`src/rtl/obstacle_spawn_scheduler.sv`:
```
// Obstacle spawn scheduler: frame tick, slot allocation at a difficulty-scaled
// interval with an LFSR lane pick, and invulnerability gating of collisions.
module obstacle_spawn_scheduler #(
    parameter int          TICK_DIV     = 833333,
    parameter int          NUM_SLOTS    = 4,
    parameter int          INIT_GAP     = 90,
    parameter int          MIN_GAP      = 30,
    parameter int          GAP_STEP     = 5,
    parameter int          LEVEL_FRAMES = 600,
    parameter int          IFRAMES      = 60,
    parameter logic [15:0] LFSR_SEED    = 16'hACE1
) (
    input  logic                 clk,
    input  logic                 rst,
    input  logic [1:0]           state,
    input  logic                 raw_collision,
    input  logic [NUM_SLOTS-1:0] slot_done,
    output logic                 frame_tick,
    output logic                 spawn,
    output logic [2:0]           spawn_slot,
    output logic [1:0]           spawn_lane,
    output logic [NUM_SLOTS-1:0] slot_active,
    output logic                 collision,
    output logic                 invuln,
    output logic [3:0]           level
);

    localparam int LVL_W = $clog2(LEVEL_FRAMES + 1);

    if (INIT_GAP > 255) begin : g_bad_init_gap
        $error("INIT_GAP must fit in 8 bits");
    end
    if (IFRAMES > 255) begin : g_bad_iframes
        $error("IFRAMES must fit in 8 bits");
    end
    if (NUM_SLOTS < 2 || NUM_SLOTS > 8) begin : g_bad_slots
        $error("NUM_SLOTS must be 2..8");
    end
    if (LFSR_SEED == 16'h0000) begin : g_bad_seed
        $error("LFSR_SEED must be nonzero");
    end

    typedef enum logic [1:0] {
        IDLE = 2'd0,
        RUN  = 2'd1,
        HIT  = 2'd2
    } fsm_t;

    fsm_t                 fsm, fsm_next;
    logic [19:0]          div_cnt;
    logic                 tick_q;
    logic [15:0]          lfsr;
    logic                 raw_q;
    logic [7:0]           gap, gap_next, gap_cnt, iframe_cnt;
    logic [LVL_W-1:0]     lvl_cnt;
    logic [3:0]           level_q;
    logic [NUM_SLOTS-1:0] slots, spawn_mask;
    logic                 playing, active, rise, have_free;
    logic [2:0]           free_idx;

    assign playing     = (state == 2'b01);
    assign active      = playing && (fsm != IDLE);
    assign rise        = raw_collision && !raw_q;
    assign frame_tick  = tick_q;
    assign slot_active = slots;
    assign level       = level_q;
    assign invuln      = (fsm == HIT);

    // Free-running frame divider; tick is registered on the wrap cycle.
    always_ff @(posedge clk) begin
        if (!rst) begin
            div_cnt <= '0;
            tick_q  <= 1'b0;
        end else if (div_cnt == 20'(TICK_DIV - 1)) begin
            div_cnt <= '0;
            tick_q  <= 1'b1;
        end else begin
            div_cnt <= div_cnt + 20'd1;
            tick_q  <= 1'b0;
        end
    end

    // 16-bit Fibonacci LFSR (taps 16,14,13,11) and collision edge register.
    always_ff @(posedge clk) begin
        if (!rst) begin
            lfsr  <= LFSR_SEED;
            raw_q <= 1'b0;
        end else begin
            lfsr  <= {lfsr[14:0], lfsr[15] ^ lfsr[13] ^ lfsr[12] ^ lfsr[10]};
            raw_q <= raw_collision;
        end
    end

    // Lowest free slot in the registered occupancy mask.
    always_comb begin
        have_free = 1'b0;
        free_idx  = '0;
        for (int unsigned i = 0; i < NUM_SLOTS; i++) begin
            if (!slots[i] && !have_free) begin
                have_free = 1'b1;
                free_idx  = 3'(i);
            end
        end
    end

    // Next spawn gap after a level-up, floored at MIN_GAP without underflow.
    always_comb begin
        if (int'(gap) >= MIN_GAP + GAP_STEP) gap_next = gap - 8'(GAP_STEP);
        else                                 gap_next = 8'(MIN_GAP);
    end

    // FSM state register.
    always_ff @(posedge clk) begin
        if (!rst) fsm <= IDLE;
        else      fsm <= fsm_next;
    end

    // Next-state logic plus the combinational spawn and collision strobes.
    always_comb begin
        fsm_next   = fsm;
        collision  = 1'b0;
        spawn      = 1'b0;
        spawn_slot = '0;
        spawn_lane = '0;
        spawn_mask = '0;
        case (fsm)
            IDLE: if (playing) fsm_next = RUN;
            RUN: begin
                if (rise) begin
                    fsm_next  = HIT;
                    collision = 1'b1;
                end
            end
            HIT: if (tick_q && iframe_cnt <= 8'd1) fsm_next = RUN;
            default: fsm_next = IDLE;
        endcase
        if (!playing) begin
            fsm_next  = IDLE;
            collision = 1'b0;
        end
        if (active && gap_cnt == 8'd0 && have_free) begin
            spawn      = 1'b1;
            spawn_slot = free_idx;
            spawn_lane = lfsr[1:0];
        end
        for (int unsigned i = 0; i < NUM_SLOTS; i++) begin
            spawn_mask[i] = spawn && (free_idx == 3'(i));
        end
    end

    // Game datapath: slots, spawn gap, difficulty and iframes; held cleared
    // whenever the scheduler is not engaged in PLAYING.
    always_ff @(posedge clk) begin
        if (!rst || !active) begin
            slots      <= '0;
            gap        <= 8'(INIT_GAP);
            gap_cnt    <= 8'(INIT_GAP);
            lvl_cnt    <= '0;
            level_q    <= '0;
            iframe_cnt <= '0;
        end else begin
            slots <= (slots & ~slot_done) | spawn_mask;
            if (spawn)                            gap_cnt <= gap;
            else if (tick_q && gap_cnt != 8'd0)   gap_cnt <= gap_cnt - 8'd1;
            if (tick_q) begin
                if (lvl_cnt == LVL_W'(LEVEL_FRAMES - 1)) begin
                    lvl_cnt <= '0;
                    gap     <= gap_next;
                    if (level_q != 4'd15) level_q <= level_q + 4'd1;
                end else begin
                    lvl_cnt <= lvl_cnt + 1'b1;
                end
            end
            if (collision)
                iframe_cnt <= 8'(IFRAMES);
            else if (fsm == HIT && tick_q && iframe_cnt != 8'd0)
                iframe_cnt <= iframe_cnt - 8'd1;
        end
    end

endmodule
```
`config.mk`:
```
export PLATFORM = sky130hd
export DESIGN_NAME = obstacle_spawn_scheduler
export DESIGN_NICKNAME = d
export VERILOG_FILES = /design/src/rtl/obstacle_spawn_scheduler.sv
export SDC_FILE = /design/constraint.sdc
export NUM_CORES = 1
export LEC_CHECK = 0
export CAP_MARGIN = 20
export CELL_PAD_IN_SITES_DETAIL_PLACEMENT = 1
export CELL_PAD_IN_SITES_GLOBAL_PLACEMENT = 1
export CORE_ASPECT_RATIO = 1.25
export CORE_MARGIN = 2
export CORE_UTILIZATION = 40
export DETAILED_ROUTE_END_ITERATION = 10
export GPL_TIMING_DRIVEN = 0
export HOLD_SLACK_MARGIN = 0.12
export PLACE_DENSITY = 0.82
export SETUP_SLACK_MARGIN = 0.3
export SLEW_MARGIN = 20
export SYNTH_ARGS = -nofsm -noshare
export SYNTH_HDL_FRONTEND = slang
export SYNTH_SLANG_ARGS = --single-unit
export TNS_END_PERCENT = 10
```
`constraint.sdc`:
```
create_clock -name clk -period 1.9 [get_ports clk]
set_input_delay 0.285 -clock clk [delete_from_list [all_inputs] [get_ports clk]]
set_output_delay 0.285 -clock clk [all_outputs]
set_load 0.05 [all_outputs]
```
==> flow_summary_export.csv, run 1 <==
group,metric,value,unit
outcome,run_status,"complete, but fails checks",
outcome,violations,"setup timing",
synthesis,async_flop_share,0,%
grt,grt_pass1_wl,18500,µm
clock_tree,cts_tree,"built",
synthesis,synth.top_cells.by_area,"dfxtp_1 44%, nor2_1 4.8%, xnor2_1 4.0%",
layout,area_delta_synth_final,43.7,%
power,p_leak,1.91,nW
timing,relSlewSlack,62.8,%
route,drt-pass1-iter-count,4,
floorplan,rows,39,
power,cellPowerDensity,692,nW/µm²
placed_design,placed_area,4220,µm²
floorplan,die_w,90.3,µm
setup_path,cp-end-kind,"primary output",
synthesis,muxShareOfSynthArea,1.35,%
clock_tree,cts-root-buf,"clkbuf_16",
route,drc,0,
power,p_sw,0.847,mW
synthesis,synth-compound-area-share,12.9,%
placed_design,hpwl,6500,µm
route,vias,3566,
route,vias_per_cell,5.79,
synthesis,yosys.area_share.simple,27.7,%
floorplan,ios,26,
synthesis,ys_seq_area_share,44.1,%
synthesis,synth_top_area_share,44.1,%
placed_design,place_congestion,0.838,
route,first_iter_violations,229,
floorplan,dieArea,10100,µm²
min_path,hp-class,"in -> reg",
flow_run,cap_violations,0,
power,pwr-share-seq,47.6,%
setup_path,cp_max_fo,4,
synthesis,yosys.cell_types.count,58,
timing,rsz0062_at_grt,"true",
timing,fin_crit,2.31,ns
floorplan,start_util,41.0,%
setup_path,critical_path_class,"reg -> out",
clock_tree,max-clock-path-buffers,2,
setup_path,crit_path_start_kind,"register",
layout,fill_cells,1005,
clock_tree,cts_buffers,9,
timing,max_freq,0.433,GHz
timing,hold_viol_final,0,
clock_tree,cts_sinks,82,
placed_design,post-place-ws,-0.968,ns
synthesis,synth-seq-cells,82,
synthesis,synth_fa_ha_area_share,3.36,%
clock_tree,htree_num_levels,3,
layout,stdcell_area,5350,µm²
timing,setup_viol,17,
synthesis,netlist.top_cell.by_area,"dfxtp_1",
synthesis,syn_inst,415,
clock_tree,clock_latency,0.36,ns
route,antenna_left,0,
grt,grt_pass1_vias,3642,
timing,fin_skew,0.0164,ns
timing,setup_ws,-0.407,ns
grt,grt_use_total,23.0,%
grt,grt_max_degree,15,
power,intPower,2.85,mW
power,p_clk_share,49.0,%
synthesis,yosys_warnings,0,
synthesis,synth.avg_cell_area,8.96,µm²
route,wl,13500,µm
clock_tree,cts.clk_slew.worst_paths,0.07,ns
synthesis,synth_top_family_by_area,"simple AND/OR/NAND/NOR gates",
grt,overflow,0,
synthesis,netlist_area,3720,µm²
synthesis,synth_xor_xnor_area_share,6.36,%
synthesis,synth_ff_type,"dfxtp_1",
setup_path,crit_arrival,2.02,ns
synthesis,synth_edf_count,0,
timing,post-route-period-util,121,%
timing,drv_slew,0,
power,swShare,22.9,%
layout,nNetsFinal,507,
layout,drive_gt1_share,35.9,%
layout,antenna_cells,0,
route,wire_per_inst,21.9,µm
timing,worst_pin_slew,0.558,ns
power,vdd_drop_max,0.608,mV
placed_design,io_buffers,24,
floorplan,dieHeight,112,µm
grt,antenna_found_initial,0,
synthesis,syn_nets,434,
floorplan,core_area,9080,µm²
power,pwr-share-comb,3.4,%
setup_path,cp_data_required_time,1.62,ns
clock_tree,cts_hold_buf,0,
## worst max-delay path, cell delays in order (launching register included)
cell	delay (ns)
dfxtp_4	0.36
or4_4	0.53
buf_6	0.14
nor3_4	0.24
nand4_4	0.15
clkinvlp_4	0.11
buf_8	0.14
## area by class of cell
type / instances / area, µm² / share of cell area [%]
clock buffer: 10 / 239 / 4.47
buffer: 13 / 129 / 2.41
inverter: 22 / 86.3 / 1.61
multi-input combinational: 298 / 2400 / 44.9
timing repair buffer: 62 / 578 / 10.8
tap: 123 / 154 / 2.88
sequential: 82 / 1700 / 31.7
clock inverter: 6 / 63.8 / 1.19
## what timing repair did
action	4_1_cts	5_1_grt
resized for setup	154	59
pin swaps	31	31
endpoints found under the setup margin	75	75
setup buffers	24	14
## sequential cells by signal (all words and copies together) (netlist names), 2 cells and up
name	count
div_cnt	20
lfsr	16
fsm	2
iframe_cnt	8
level	4
slot_active	4
lvl_cnt	10
gap	8
gap_cnt	8
## layer usage
metal  up-vias  GRT usage [%]  part of all wire [%]
met2       111           43.7                    54
met4         0           10.6                   4.2
li1       1636              -                     -
met1      1776           23.8                    38
met3        43           5.01                   3.8
met5         -              0                     0
## synth_stat cells, types with 3 or more instances
library cell / instances
o31ai_1: 4
clkbuf_1: 8
and3_1: 7
or4_1: 7
a21oi_1: 18
mux2i_1: 5
ha_1: 10
and4_1: 4
a41oi_1: 3
nand3_1: 21
nand3b_1: 5
nand2b_1: 13
o21ai_0: 13
and2_1: 13
nor2_1: 48
nor3_1: 12
nand4_1: 7
inv_1: 22
a311oi_1: 5
a21o_1: 3
or3_1: 4
nand2_1: 14
nor4_1: 11
dfxtp_1: 82
xor2_1: 10
a211oi_1: 8
xnor2_1: 17
## final timing paths
kind	startpoint	to	slack [ns]	depth (start not counted)
worst max-delay path	gap_cnt[5]	spawn_slot[1]	-0.41	6
worst min-delay path	raw_collision	raw_q	0.28	2
worst max register to register	gap_cnt[5]	slot_active[3]	-0.31	9
worst min register to register	lfsr[14]	lfsr[15]	0.41	1
## power by group through the flow
stage / sequential [mW] / combinational [mW] / clock, mW
floorplan: 1.80 / 0.0703 / 0
global placement: 1.80 / 0.102 / 0
detailed placement: 1.80 / 0.106 / 0
CTS: 1.76 / 0.119 / 1.79
global route: 1.76 / 0.136 / 1.91
finish: 1.76 / 0.125 / 1.81
## cells in the final DEF, fill, tap and decap left out, types with 6 or more instances in the layout
cell type  netlist  layout
nand2_1         14      11
dfxtp_2          0      19
clkbuf_16        0       9
dfxtp_1         82      55
dfxtp_4          0       8
nor2_1          48      44
and2_1          13      10
nor3_1          12       9
nand4_1          7       7
nand2b_1        13      12
buf_8            0       6
buf_6            1      14
ha_1            10       7
o21ai_0         13       9
inv_1           22      18
buf_4            2      31
a21oi_1         18      15
nand3_1         21      15
xor2_1          10      10
nor4_1          11       7
xnor2_1         17      17
## cell families (layout without fill, tap and decap cells)
kind of cell,after synthesis,count (layout)
AO/OA/AOI/OAI,71,71
XOR/XNOR,27,27
adder cells (fa/ha/maj),10,10
buffers and inverters,35,113
flip-flops,82,82
multiplexers,5,5
other,1,1
AND/OR/NAND/NOR,184,184
## through the flow
stage          std cells  setup TNS, ns  power (mW)  hold slack (ns)  utilization, %
6_report             616          -3.11        3.70            0.281            58.9
5_1_grt              616          -4.10        3.81            0.284            58.9
4_1_cts              602          -1.20        3.68            0.416            55.4
3_5_place_dp         562         -16.84        1.91            0.406            46.5
3_3_place_gp         562         -17.25        1.90            0.394            46.5
2_1_floorplan        415         -0.714        1.87            0.386               -
(Power assumes the default switching activity.)
==> inputs of run 2 (changes only) <==
--- a/config.mk
+++ b/config.mk
@@ -5,16 +5,17 @@
 export SDC_FILE = /design/constraint.sdc
 export NUM_CORES = 1
 export LEC_CHECK = 0
+export ABC_AREA = 1
 export CAP_MARGIN = 20
 export CELL_PAD_IN_SITES_DETAIL_PLACEMENT = 1
 export CELL_PAD_IN_SITES_GLOBAL_PLACEMENT = 1
 export CORE_ASPECT_RATIO = 1.25
 export CORE_MARGIN = 2
-export CORE_UTILIZATION = 40
+export CORE_UTILIZATION = 46
 export DETAILED_ROUTE_END_ITERATION = 10
 export GPL_TIMING_DRIVEN = 0
 export HOLD_SLACK_MARGIN = 0.12
-export PLACE_DENSITY = 0.82
+export PLACE_DENSITY = 0.92
 export SETUP_SLACK_MARGIN = 0.3
 export SLEW_MARGIN = 20
 export SYNTH_ARGS = -nofsm -noshare
==> constraint.sdc (replaced) <==
create_clock -name clk -period 2.9 [get_ports clk]
set_input_delay 0.435 -clock clk [delete_from_list [all_inputs] [get_ports clk]]
set_output_delay 0.435 -clock clk [all_outputs]
set_load 0.05 [all_outputs]
==> flow_summary_export.csv, run 2 <==
group,metric,value,unit
placed_design,dp.cells,728,
power,p_clk_share,39.1,%
setup_path,crit_buf_inv,3,
layout,nNetsFinal,638,
setup_path,crit_chain,"clkdlybuf4s50_1 > inv_1 > nor2_2 > nand2_1 > nor2_2 > nand2_2 > nor2_1 > clkdlybuf4s15_1",
setup_path,critical_path_class,"in -> out",
layout,register_area,1640,µm²
layout,multi_input_area,2040,µm²
synthesis,synth-seq-cells,82,
synthesis,synth.avg_cell_area,6.94,µm²
route,wire_per_inst,14.2,µm
clock_tree,htree_num_levels,3,
grt,grt_pass1_wl,18100,µm
timing,worst_pin_slew,0.715,ns
timing,setup_ws,0.214,ns
clock_tree,cts_sinks,82,
synthesis,async_flop_share,0,%
floorplan,rows,38,
power,p_sw,0.455,mW
synthesis,synth_ff_type,"dfxtp_1",
synthesis,synth.top_cells.by_area,"dfxtp_1 41%, nand2_1 12%, nor2_1 8.0%",
power,cellPowerDensity,436,nW/µm²
clock_tree,clock_latency,0.36,ns
grt,met3_usage,4.24,%
synthesis,yosys_warnings,0,
route,drc,0,
grt,use_met1,25.8,%
power,pwr-share-comb,3.4,%
synthesis,ys_seq_area_share,40.5,%
grt,grt_use_total,24.0,%
setup_path,cp_max_fo,7,
layout,reg.largest.list,"div_cnt x20, lfsr x16, lvl_cnt x10",
grt,grt_busiest_layer,"met2",
clock_tree,cts_hold_buf,0,
route,vias_per_cell,5.04,
floorplan,die_w,87.9,µm
synthesis,netlist_area,4050,µm²
clock_tree,cts_tree,"built",
synthesis,synthTopCellsByCount,"128 x nand2_1, 86 x nor2_1, 85 x inv_1",
grt,grt_use_met2,45.2,%
synthesis,netlist.top_cell.by_area,"dfxtp_1",
synthesis,yosys.cell_types.count,32,
floorplan,core_area,8610,µm²
grt,overflow,0,
timing,post-route-period-util,92.6,%
synthesis,yosysMostFrequentCell,"nand2_1",
min_path,hp-class,"reg -> reg",
layout,instances_no_fill,744,
floorplan,start_util,47.1,%
synthesis,synth_xor_xnor_area_share,5.41,%
timing,rsz0062_at_grt,"true",
grt,antenna_found_initial,0,
layout,stdcell_area,4610,µm²
layout,layout_commonest_cell,"nand2_1",
layout,antenna_cells,0,
power,total_power,2.01,mW
synthesis,syn_nets,603,
placed_design,place_congestion,0.817,
placed_design,hpwl,8010,µm
placed_design,placed_area,4440,µm²
power,intPower,1.55,mW
timing,fin_crit,2.69,ns
floorplan,dieArea,9580,µm²
flow_run,cap_violations,0,
layout,drive_gt1_share,7.85,%
route,vias,3752,
synthesis,synth_top_family_by_area,"simple AND/OR/NAND/NOR gates",
layout,top_register,"div_cnt",
clock_tree,cts_buffers,9,
timing,setup_viol,0,
timing,fin_setup_tns,0,ns
synthesis,synth-compound-area-share,6.89,%
synthesis,synth_edf_count,0,
setup_path,cp-end-kind,"primary output",
timing,fin_skew,0.00705,ns
layout,fin_util,53.5,%
layout,final_cell_mix,"128 x nand2_1, 86 x nor2_1, 85 x inv_1",
setup_path,crit_arrival,2.25,ns
timing,hold_viol_final,0,
setup_path,cpMostUsedCell,"nor2_2",
power,swShare,22.6,%
floorplan,ios,26,
route,drt-pass1-iter-count,4,
setup_path,slowest_delay,0.51,ns
layout,area_delta_synth_final,13.7,%
synthesis,synth_fa_ha_area_share,3.09,%
layout,fill_cells,1137,
grt,grt_max_degree,13,
clock_tree,cts_setup_buffers,0,
timing,relSlewSlack,52.3,%
setup_path,crit_slowest_cell,"clkdlybuf4s15_1",
setup_path,worst_path_dominant_cell_family,"buffers and inverters",
route,antenna_left,0,
timing,drv_slew,0,
floorplan,dieHeight,109,µm
power,pwr-share-seq,57.5,%
power,vdd_drop_max,0.328,mV
route,wl,10600,µm
clock_tree,cts-resized-gates,10,
outcome,run_status,"completed",
synthesis,synth_top_area_share,40.5,%
synthesis,syn_inst,584,
setup_path,crit_path_start_kind,"input pin",
setup_path,cp_data_required_time,2.47,ns
synthesis,yosys.area_share.simple,34.8,%
grt,grt_pass1_vias,4072,
synthesis,muxShareOfSynthArea,0,%
route,first_iter_violations,107,
timing,max_freq,0.372,GHz
clock_tree,cts-root-buf,"clkbuf_8",
placed_design,post-place-ws,-0.219,ns
power,p_leak,1.89,nW
placed_design,io_buffers,24,
clock_tree,cts.clk_slew.worst_paths,0.08,ns
clock_tree,max-clock-path-buffers,2,
timing,fin_hold_ws,0.420,ns
layout,largest_register_ff_count,20,
## run 2: cell types whose count changed after synthesis, sizes merged, moves of 7 or more
cell,previous run,this run
and3,7,0
xnor2,17,9
nand2b,13,0
a21oi,18,30
and2,13,0
nand2,14,132
inv,22,87
nand3,21,53
nor2,48,94
nor4,11,1
or2,1,11
a211oi,8,0
or4,8,0
## run 2: worst min-delay path, cell delays in order (launching register included)
cell and delay [ns]:
dfxtp_1 0.32, nand2_1 0.05, inv_1 0.04
## run 2: area by class of cell
cell class | instances | area share (%)
Multi-Input combinational cell | 407 | 44.2
Sequential cell | 82 | 35.6
Inverter | 88 | 7.23
Timing Repair Buffer | 24 | 4.84
Clock buffer | 14 | 3.75
Tap cell | 120 | 3.26
Buffer | 7 | 0.869
Clock inverter | 2 | 0.217
## run 2: kinds of logic after synthesis
kind of cell | Yosys count
and+or+nand+nor | 319
buffers and inverters | 95
DFF | 82
xor gates and xnor gates | 25
AOI/OAI and AO/OA | 52
other | 1
adders and majority gates | 10
## run 2: metal layers
metal | part of all wire [%] | wire length [µm] | vias to the layer above
met4 | 2.6 | 271 | 0
li1 | - | - | 1898
met5 | 0 | 0 | -
met3 | 2.1 | 222 | 23
met2 | 53 | 5630 | 38
met1 | 42 | 4430 | 1793
## run 2: power groups by stage
stage / combinational [mW] / clock, mW / sequential, mW
6_report: 0.0675 / 0.786 / 1.16
5_1_grt: 0.0765 / 0.855 / 1.16
4_1_cts: 0.0690 / 0.809 / 1.16
3_5_place_dp: 0.0680 / 0 / 1.18
3_3_place_gp: 0.0633 / 0 / 1.18
2_1_floorplan: 0.0433 / 0 / 1.18
## run 2: path summary, 6_finish.rpt
path,startpoint,to,slack [ns],depth (start not counted)
worst min register to register,lfsr[7],lfsr[8],0.42,2
worst max register to register,fsm[0],iframe_cnt[3],1.09,7
worst max-delay path,state[0],spawn_lane[1],0.21,8
worst min-delay path,lfsr[7],lfsr[8],0.42,2
